[src/rtl/maq_control_modos.sv]
// maq_control_modos: general control FSM for the RTC clock/alarm/chronometer
// system. Arbitrates N_MODOS programming requests (index 0 highest priority),
// drives the mode-select bus (Control) and the RTC write handshake, raises
// alarm/chronometer-expiry events and emits a sync pulse on each state change.
// Optional feature macro: MCG_TIMEOUT_EN (abandons PROGRAMA/ESCRITURA after
// TIMEOUT cycles without confirm/ack and pulses 'timeout').
module maq_control_modos #(
    parameter int N_MODOS   = 3,
    parameter int CRONO_IDX = 2,
    parameter int ALARMA_W  = 24,
    parameter int TIMEOUT   = 1000,
    parameter int CTRL_W    = 2
) (
    input  logic                reloj,
    input  logic                resetM,
    input  logic [N_MODOS-1:0]  req_prog,
    input  logic                F_H,
    input  logic                R_RTC,
    input  logic                A_A,
    input  logic [ALARMA_W-1:0] alarma,
    input  logic [ALARMA_W-1:0] tiempo,
    input  logic                alarma_arm,
    input  logic                crono_fin,
    output logic [CTRL_W-1:0]   Control,
    output logic                act_crono,
    output logic                alarma_on,
    output logic                timeout,
    output logic [2:0]          Status3bit,
    output logic                sync
);

    typedef enum logic [2:0] {
        INICIO    = 3'd0,
        LECTURA   = 3'd1,
        PROGRAMA  = 3'd2,
        ESCRITURA = 3'd3,
        ALARMA    = 3'd4
    } estado_t;

    // ------------------------------------------------------------------
    // State and registered outputs
    // ------------------------------------------------------------------
    estado_t             state_reg, state_next;
    logic [N_MODOS-1:0]  req_q_reg;
    logic [CTRL_W-1:0]   idx_reg, idx_next;
    logic [CTRL_W-1:0]   control_reg, control_next;
    logic                act_crono_reg, act_crono_next;
    logic                alarma_on_reg;
    logic                sync_reg;
    logic                disparo_reg, disparo_next;

    // ------------------------------------------------------------------
    // Combinational helpers
    // ------------------------------------------------------------------
    logic [N_MODOS-1:0]  edge_vec;
    logic                edge_any;
    logic [CTRL_W-1:0]   edge_idx;
    logic                hora_match;
    logic                alarm_by_time;
    logic                alarm_by_crono;
    logic                crono_start;
    logic                disparo_set;
    logic                prog_or_write_next;

    // Rising edge of each request line; edges are only acted on in LECTURA
    generate
        for (genvar gi = 0; gi < N_MODOS; gi++) begin : g_edge
            assign edge_vec[gi] = req_prog[gi] & ~req_q_reg[gi];
        end
    endgenerate

    assign edge_any = |edge_vec;

    // Lowest set index wins: scan from the top so the lowest index is written last
    always_comb begin
        edge_idx = '0;
        for (int i = N_MODOS - 1; i >= 0; i--) begin
            if (edge_vec[i]) begin
                edge_idx = CTRL_W'(i);
            end
        end
    end

    assign hora_match     = (tiempo == alarma);
    // disparo blocks re-ringing on the same match after the user acknowledged it
    assign alarm_by_time  = alarma_arm & hora_match & ~disparo_reg;
    assign alarm_by_crono = act_crono_reg & crono_fin;

`ifdef MCG_TIMEOUT_EN
    // ------------------------------------------------------------------
    // Abandon timer for PROGRAMA / ESCRITURA
    // ------------------------------------------------------------------
    localparam int TW = (TIMEOUT > 2) ? $clog2(TIMEOUT) : 1;

    logic [TW-1:0] timer_reg, timer_next;
    logic          expire;
    logic          abandon;
    logic          timeout_reg;

    assign expire = ((state_reg == PROGRAMA) || (state_reg == ESCRITURA)) &&
                    (timer_reg == TW'(TIMEOUT - 1));

    // Timer restarts on every state entry and only runs while waiting
    always_comb begin
        timer_next = '0;
        if ((state_next == state_reg) &&
            ((state_reg == PROGRAMA) || (state_reg == ESCRITURA))) begin
            timer_next = timer_reg + TW'(1);
        end
    end

    // Timer and one-cycle abandon pulse registers
    always_ff @(posedge reloj or negedge resetM) begin
        if (!resetM) begin
            timer_reg   <= '0;
            timeout_reg <= 1'b0;
        end else begin
            timer_reg   <= timer_next;
            timeout_reg <= abandon;
        end
    end

    assign timeout = timeout_reg;
`else
    assign timeout = 1'b0;
`endif

    // ------------------------------------------------------------------
    // Next-state and side-effect decode
    // ------------------------------------------------------------------
    // Next-state logic with request latching, chronometer start and alarm cause
    always_comb begin
        state_next  = state_reg;
        idx_next    = idx_reg;
        crono_start = 1'b0;
        disparo_set = 1'b0;
`ifdef MCG_TIMEOUT_EN
        abandon     = 1'b0;
`endif
        case (state_reg)
            INICIO: begin
                state_next = LECTURA;
            end
            LECTURA: begin
                // Alarm outranks a request; a simultaneous request edge is lost
                if (alarm_by_time || alarm_by_crono) begin
                    state_next  = ALARMA;
                    disparo_set = alarm_by_time;
                end else if (edge_any) begin
                    state_next = PROGRAMA;
                    idx_next   = edge_idx;
                end
            end
            PROGRAMA: begin
                // Confirm wins over a coincident timer expiry
                if (F_H) begin
                    if (idx_reg == CTRL_W'(CRONO_IDX)) begin
                        state_next  = LECTURA;
                        crono_start = 1'b1;
                    end else begin
                        state_next = ESCRITURA;
                    end
                end
`ifdef MCG_TIMEOUT_EN
                else if (expire) begin
                    state_next = LECTURA;
                    abandon    = 1'b1;
                end
`endif
            end
            ESCRITURA: begin
                // RTC acknowledge wins over a coincident timer expiry
                if (R_RTC) begin
                    state_next = LECTURA;
                end
`ifdef MCG_TIMEOUT_EN
                else if (expire) begin
                    state_next = LECTURA;
                    abandon    = 1'b1;
                end
`endif
            end
            ALARMA: begin
                if (A_A) begin
                    state_next = LECTURA;
                end
            end
            default: begin
                state_next = LECTURA;
            end
        endcase
    end

    // Registered output values derived from the upcoming state
    always_comb begin
        prog_or_write_next = (state_next == PROGRAMA) || (state_next == ESCRITURA);
        control_next       = prog_or_write_next ? (idx_next + CTRL_W'(1)) : '0;

        // A finished chronometer always stops it, even if a start coincides
        act_crono_next = act_crono_reg;
        if (crono_start) begin
            act_crono_next = 1'b1;
        end
        if (crono_fin) begin
            act_crono_next = 1'b0;
        end

        // Latch ends once the time moves off the alarm value
        disparo_next = disparo_reg;
        if (!hora_match) begin
            disparo_next = 1'b0;
        end else if (disparo_set) begin
            disparo_next = 1'b1;
        end
    end

    // State register and registered outputs
    always_ff @(posedge reloj or negedge resetM) begin
        if (!resetM) begin
            state_reg     <= INICIO;
            req_q_reg     <= '0;
            idx_reg       <= '0;
            control_reg   <= '0;
            act_crono_reg <= 1'b0;
            alarma_on_reg <= 1'b0;
            sync_reg      <= 1'b0;
            disparo_reg   <= 1'b0;
        end else begin
            state_reg     <= state_next;
            req_q_reg     <= req_prog;
            idx_reg       <= idx_next;
            control_reg   <= control_next;
            act_crono_reg <= act_crono_next;
            alarma_on_reg <= (state_next == ALARMA);
            sync_reg      <= (state_next != state_reg);
            disparo_reg   <= disparo_next;
        end
    end

    assign Control    = control_reg;
    assign act_crono  = act_crono_reg;
    assign alarma_on  = alarma_on_reg;
    assign Status3bit = state_reg;
    assign sync       = sync_reg;

endmodule
[config.mk]
export PLATFORM = sky130hd
export DESIGN_NAME = maq_control_modos
export DESIGN_NICKNAME = d
export VERILOG_FILES = /design/src/rtl/maq_control_modos.sv
export SDC_FILE = /design/constraint.sdc
export NUM_CORES = 1
export LEC_CHECK = 0
export ABC_CLOCK_PERIOD_IN_PS = 2400
export CAP_MARGIN = 20
export CORE_ASPECT_RATIO = 1.1
export CORE_MARGIN = 5
export CORE_UTILIZATION = 35
export DETAILED_ROUTE_END_ITERATION = 7
export GPL_ROUTABILITY_DRIVEN = 0
export PLACE_DENSITY = 0.83
export SLEW_MARGIN = 40
export SYNTH_ARGS = -nofsm -noshare
export SYNTH_HDL_FRONTEND = slang
export SYNTH_SLANG_ARGS = --single-unit
[constraint.sdc]
create_clock -name reloj -period 2.4 [get_ports reloj]
set_clock_uncertainty 0.15 [all_clocks]
set_input_delay 0.48 -clock reloj [delete_from_list [all_inputs] [get_ports reloj]]
set_output_delay 0.48 -clock reloj [all_outputs]
set_load 0.02 [all_outputs]
After elaboration in Yosys (flattened, before gate mapping):

Index checks and enable logic that the tools add are counted.

* output and inout bits: 9
* register bits after elaboration: 14
* logic and storage cells: 57
* input port bits: 58

* $add $sub $neg: 1
* bitwise operators: 10
* equality and inequality tests: 11
* reductions and logical operators: 4
* multiplexer cells: 23

Operator list (count)
* 24-bit == test: 1
* 2-bit 2-to-1 mux: 8
* 3-bit 2-to-1 mux: 5
* 3-bit by 2-bit == test with 1-bit output (second input constant): 4
* 3-bit case mux with 4 select lines: 1
* 1-bit 2-to-1 mux: 9
* 1-bit AND: 6
* 3-bit == test (second input constant): 2
* 1-bit NOT: 4
* 3-bit by 1-bit == test with 1-bit output (second input constant): 1
* 3-bit inequality test: 1
* 3-bit OR reduction: 1
* 2-bit by 1-bit adder with 2-bit output (second input constant): 1
* 2-bit == test (second input constant): 1
* 1-bit logical OR: 2
* 2-bit by 1-bit inequality test with 1-bit output (second input constant): 1
* 2-bit nonzero test: 1

Longest topological paths before layout:

* depth in word-level cells: 10
* depth in mapped cells: 6
* depth with buffers taken out: 6

Worst setup path after synthesis:

Ideal clock, no wire load.

* path type: input port to flip-flop
* start point: input port alarma[2]
* end point: register control_reg[1], in the netlist Control[1]
* buffers on the path: 0
* required time: 2.131 ns
* setup time: 0.119 ns
* arrival: 1.745 ns
* slack: 0.386 ns
* cell stages on the path: 6
* cells stage by stage: xor2_1 -> nor4_1 -> nand4_1 -> o41ai_2 -> o22ai_1 -> and2_1

* word-level cells in the longest chain between the ends: 9
* elaborated cells between the ends (all ways): 13
* those cells by class: add/sub: 1; eq/ne: 3; mux: 5; bitwise: 2; reduce/logical: 2

Ends and longest elaborated chain
* start: declaration: RTL line 20 `input logic [ALARMA_W-1:0] alarma,`
* 24-bit == test *: RTL line 84 `assign hora_match = (tiempo == alarma);`
* 1-bit AND * (2 in series): RTL line 86 `assign alarm_by_time = alarma_arm & hora_match & ~disparo_reg;`
* 1-bit logical OR *: RTL line 146 `if (alarm_by_time || alarm_by_crono) begin`
* 3-bit 2-to-1 mux: RTL line 146
* 3-bit case mux with 4 select lines: RTL line 140 `case (state_reg)`
* 3-bit by 2-bit == test with 1-bit output: RTL line 196 `prog_or_write_next = (state_next == PROGRAMA) || (state_next == ESCRITURA);`
* 1-bit logical OR: RTL line 196
* 2-bit 2-to-1 mux *: RTL line 197 `control_next = prog_or_write_next ? (idx_next + CTRL_W'(1)) : '0;`
* net control_next[1]: RTL line 46 `logic [CTRL_W-1:0] control_reg, control_next;`
* end signal: assignment: RTL line 232 `control_reg <= control_next;`
* end: declaration: RTL line 46

Mark *: on every way through the listed nets, which the timed path passes. The rest lies on a longest branch.
A chain may end at the register's enable or synchronous reset.

Final worst setup path:

* start point: input port alarma[0]
* end point: register idx_reg[0]

* word-level cells in the longest chain between the ends: 6

Ends and longest elaborated chain
* 24-bit == test: RTL line 84
* 1-bit AND (2 in series): RTL line 86
* 1-bit logical OR: RTL line 146
* 2-bit 2-to-1 mux: RTL line 146
* 2-bit 2-to-1 mux: RTL line 140
* net idx_next[0]: RTL line 45 `logic [CTRL_W-1:0] idx_reg, idx_next;`
* end signal: assignment: RTL line 231 `idx_reg <= idx_next;`
* end: declaration: RTL line 45

The timed path passes the listed nets, and every way through them passes these cells.

==> metrics.md <==
| Metric | Value |
|---|---|
| Synthesized area | approximately 910 um^2 |
| Hold_buf cts | 0 |
| Worst hold-check path type | reg2reg |
| DR vias/cell | around 5.0 |
| Finished Cell Area | between 1500 and 2000 um^2 |
| Die Height | about 63 um |
| Routed wire length per instance | between 15 and 20 um |
| Mapped Avg Cell Area | approximately 9.5 um^2 |
| Buf+Inv Stages, Crit Path | 1 |
| Worst hold stages | 2 |
| Max-Cap Viols | 0 |
| Cts bufs inserted | 3 |
| Status | finished, final reports clean |
| PnR worst setup slack | 0.0929 ns |
| Clk sinks | 14 |
| Die Width | approximately 60 um |
| Placed Cells | ~190 |
| Post-DP HPWL | ~2600 um |
| Initial antenna violation count | 0 |
| Overall global routing resource usage | 15.7% |
| Crit-path max cell delay | ~0.44 ns |
| CTS max path bufs | 2 |
| Vias in the first global route | between 1000 and 1500 |
| Final hold violation count | 0 |
| Final setup vio count | 0 |
| Relative slew slack | between 50 and 60% |
| Area of placed instances | roughly 1600 um^2 |
| Least-Margin Pin Slew | ~0.64 ns |
| Post-Place Worst Slack | -0.324 ns |
| Flops & latches, synth | 14 |
| Static Leak | roughly 0.70 nW |
| Pre-antenna DRT Iters | 4 |
| Ant. Diodes | 0 |
| Fmax | about 430 MHz |
| Drt drc | 0 |
| Worst hold start | act_crono$_DFFE_PN0P_ |
| Fin crit period | roughly 2.3 ns |
| Vias | approximately 1000 |
| Peak supply drop | about 0.00056 V |
| CP required | roughly 2.4 ns |
| Cell area power density | roughly 640 nW/um^2 |
| Crit. Startpoint | alarma[0] |
| Die ar. | about 3700 um^2 |
| IO Count | 67 |
| Initial DRC Count | 11 |
| Max Slew Vio Count | 0 |
| CTS tree | done |
| Area grow syn2layout | 81.1% |
| R2r setup slk | around 0.77 ns |
| Post-CTS Setup Inserts | 0 |
| Final wirelength | 2960 um |
| Layout cells sized above 1 | under 10% |
| Hold Path End | act_crono$_DFFE_PN0P_ |
| Htree depth | 1 |
| Worst r2r src | Status3bit[2]$_DFF_PN0_ |
| # rows | 19 |
| Crit Path Max Fanout | 6 |
| Final Util | between 60% and 70% |
| Yosys cell types | 30 |
| Largest net degree at the start of global routing | 15 |
| PortBufs | 65 |
| RSZ-0062 raised after global routing | false |
| Core footprint | between 2000 and 2500 um^2 |
| Mapped Nets | ~150 |
| Root buf cell | clkbuf_4 |
| Pwr Total | between 1 and 1.5 mW |
| Worst Setup Start Kind | primary input |
| Crit path cell chain | clkdlybuf4s50_1, xor2_1, nor4_2, nand4_1, o41a_1, a32o_1 |
| Clock transition at the registers of the reported paths | 0.09 ns |
| Nets@finish | about 220 |
| Final ANT Viol Nets | 0 |
| Starting Density | 36.3% |
| Critical path class | in2reg |
| Slowest CP cell | o41a_1 |
| CP Data Arrival Time | roughly 2.3 ns |
| Fill count | between 200 and 250 |
| Reg2Reg Capture Point | Control[0]$_DFF_PN0_ |
| Crit. End Element | register |
| Worst r2r path cells | 4 |
| Worst-Skew Late Latency | between 0.2 and 0.3 ns |
| First-pass GRT wire length | 4620 um |
| Post-route insts no fill | 195 |
| Register area share after synthesis | 38.6% |
| Grt total ovfl | 0 |
| Yosys warnings | 0 |
| Gate Count Post-Synth | 95 |
| Worst path top cell family by delay | compound AO/OA/AOI/OAI gates |
| Final period util | between 90% and 100% |
-- synth_stat cells (all sizes together) --
master  instances  area, um^2
a21boi          1        7.51
o22ai           2        12.5
o41a            1        11.3
nor3            2        10.0
nand2b          6        37.5
and2            1        6.26
a211o           1        8.76
buf             1        7.51
inv             2        7.51
nand2           8        30.0
nor2b           3        18.8
conb            1        3.75
dfrtp          14         350
or2             1        6.26
nor2            3        11.3
a31oi           2        12.5
nand3           1        5.00
nand4           1        6.26
a21oi           4        20.0
o21a            1        7.51
o41ai           2        25.0
xor2           24         210
a32oi           1        8.76
a21o            2        15.0
nor3b           1        7.51
a32o            1        10.0
xnor2           1        8.76
nor4            6        37.5
clkbuf          1        3.75
-- tightest hold or removal path: stages (launching register included) --
cell     delay, ns
dfrtp_1       0.39
a21oi_1       0.05
nor2_1        0.08
-- cell usage in the layout, fill, tap and decap left out, types with 3 or more instances in the layout --
cell type        count
xor2_1              24
clkbuf_4             3
a21oi_1              4
nor4_1               5
dfrtp_1             14
nand2_1              8
nand2b_1             6
clkdlybuf4s50_1     65
nor2b_1              3
nor2_1               3
-- cells by family after synthesis --
family	Yosys count	share of synthesized area (%)
AND/OR/NAND/NOR	33	19.5
buffers and inverters	4	2.07
XOR/XNOR	25	24.1
other	1	0.413
AO/OA/AOI/OAI	18	15.3
flip-flops	14	38.6
-- how the worst max path moves through the flow --
stage	endpoint	cells past startpoint
finish	idx_reg[0]$_DFF_PN0_	6
global route	idx_reg[0]$_DFF_PN0_	6
CTS	idx_reg[0]$_DFF_PN0_	6
detailed placement	idx_reg[0]$_DFF_PN0_	6
global placement	idx_reg[0]$_DFF_PN0_	6
floorplan	Control[1]$_DFF_PN0_	6
-- where the power goes --
part           internal [mW]  total (mW)  switching, mW  leakage, nW
registers              0.296       0.349         0.0526        0.175
clock network         0.0924       0.172         0.0798       0.0210
logic                  0.283       0.527          0.243        0.499
-- timing repair --
| item | CTS | global route |
|---|---|---|
| pin swaps | 0 | 1 |
| setup endpoints to repair | 3 | 2 |
| resized for setup | 1 | 0 |
-- stage by stage --
stage / setup TNS, ns / hold slack, ns
after floorplan: 0 / 0.0344
after global placement: -1.43 / 0.366
after detailed placement: -2.16 / 0.383
after CTS: 0 / 0.409
after global routing: 0 / 0.453
final: 0 / 0.403
-- area by class of cell --
cell class / instances / area, um^2 / area share (%)
clock buffer: 4 / 36.3 / 2.21
inverter: 2 / 7.51 / 0.457
tap: 31 / 38.8 / 2.36
timing repair buffer: 67 / 666 / 40.5
sequential: 14 / 350 / 21.3
multi-input combinational: 77 / 544 / 33.1
-- routing by layer --
layer / part of all wire, % / GRT usage [%]
met3: 9.1 / 4.29
met5: 0 / 0
met2: 50 / 29.9
met1: 40 / 16.4
met4: 0.51 / 3.48
Note: power is estimated with default switching activity, not from simulation.
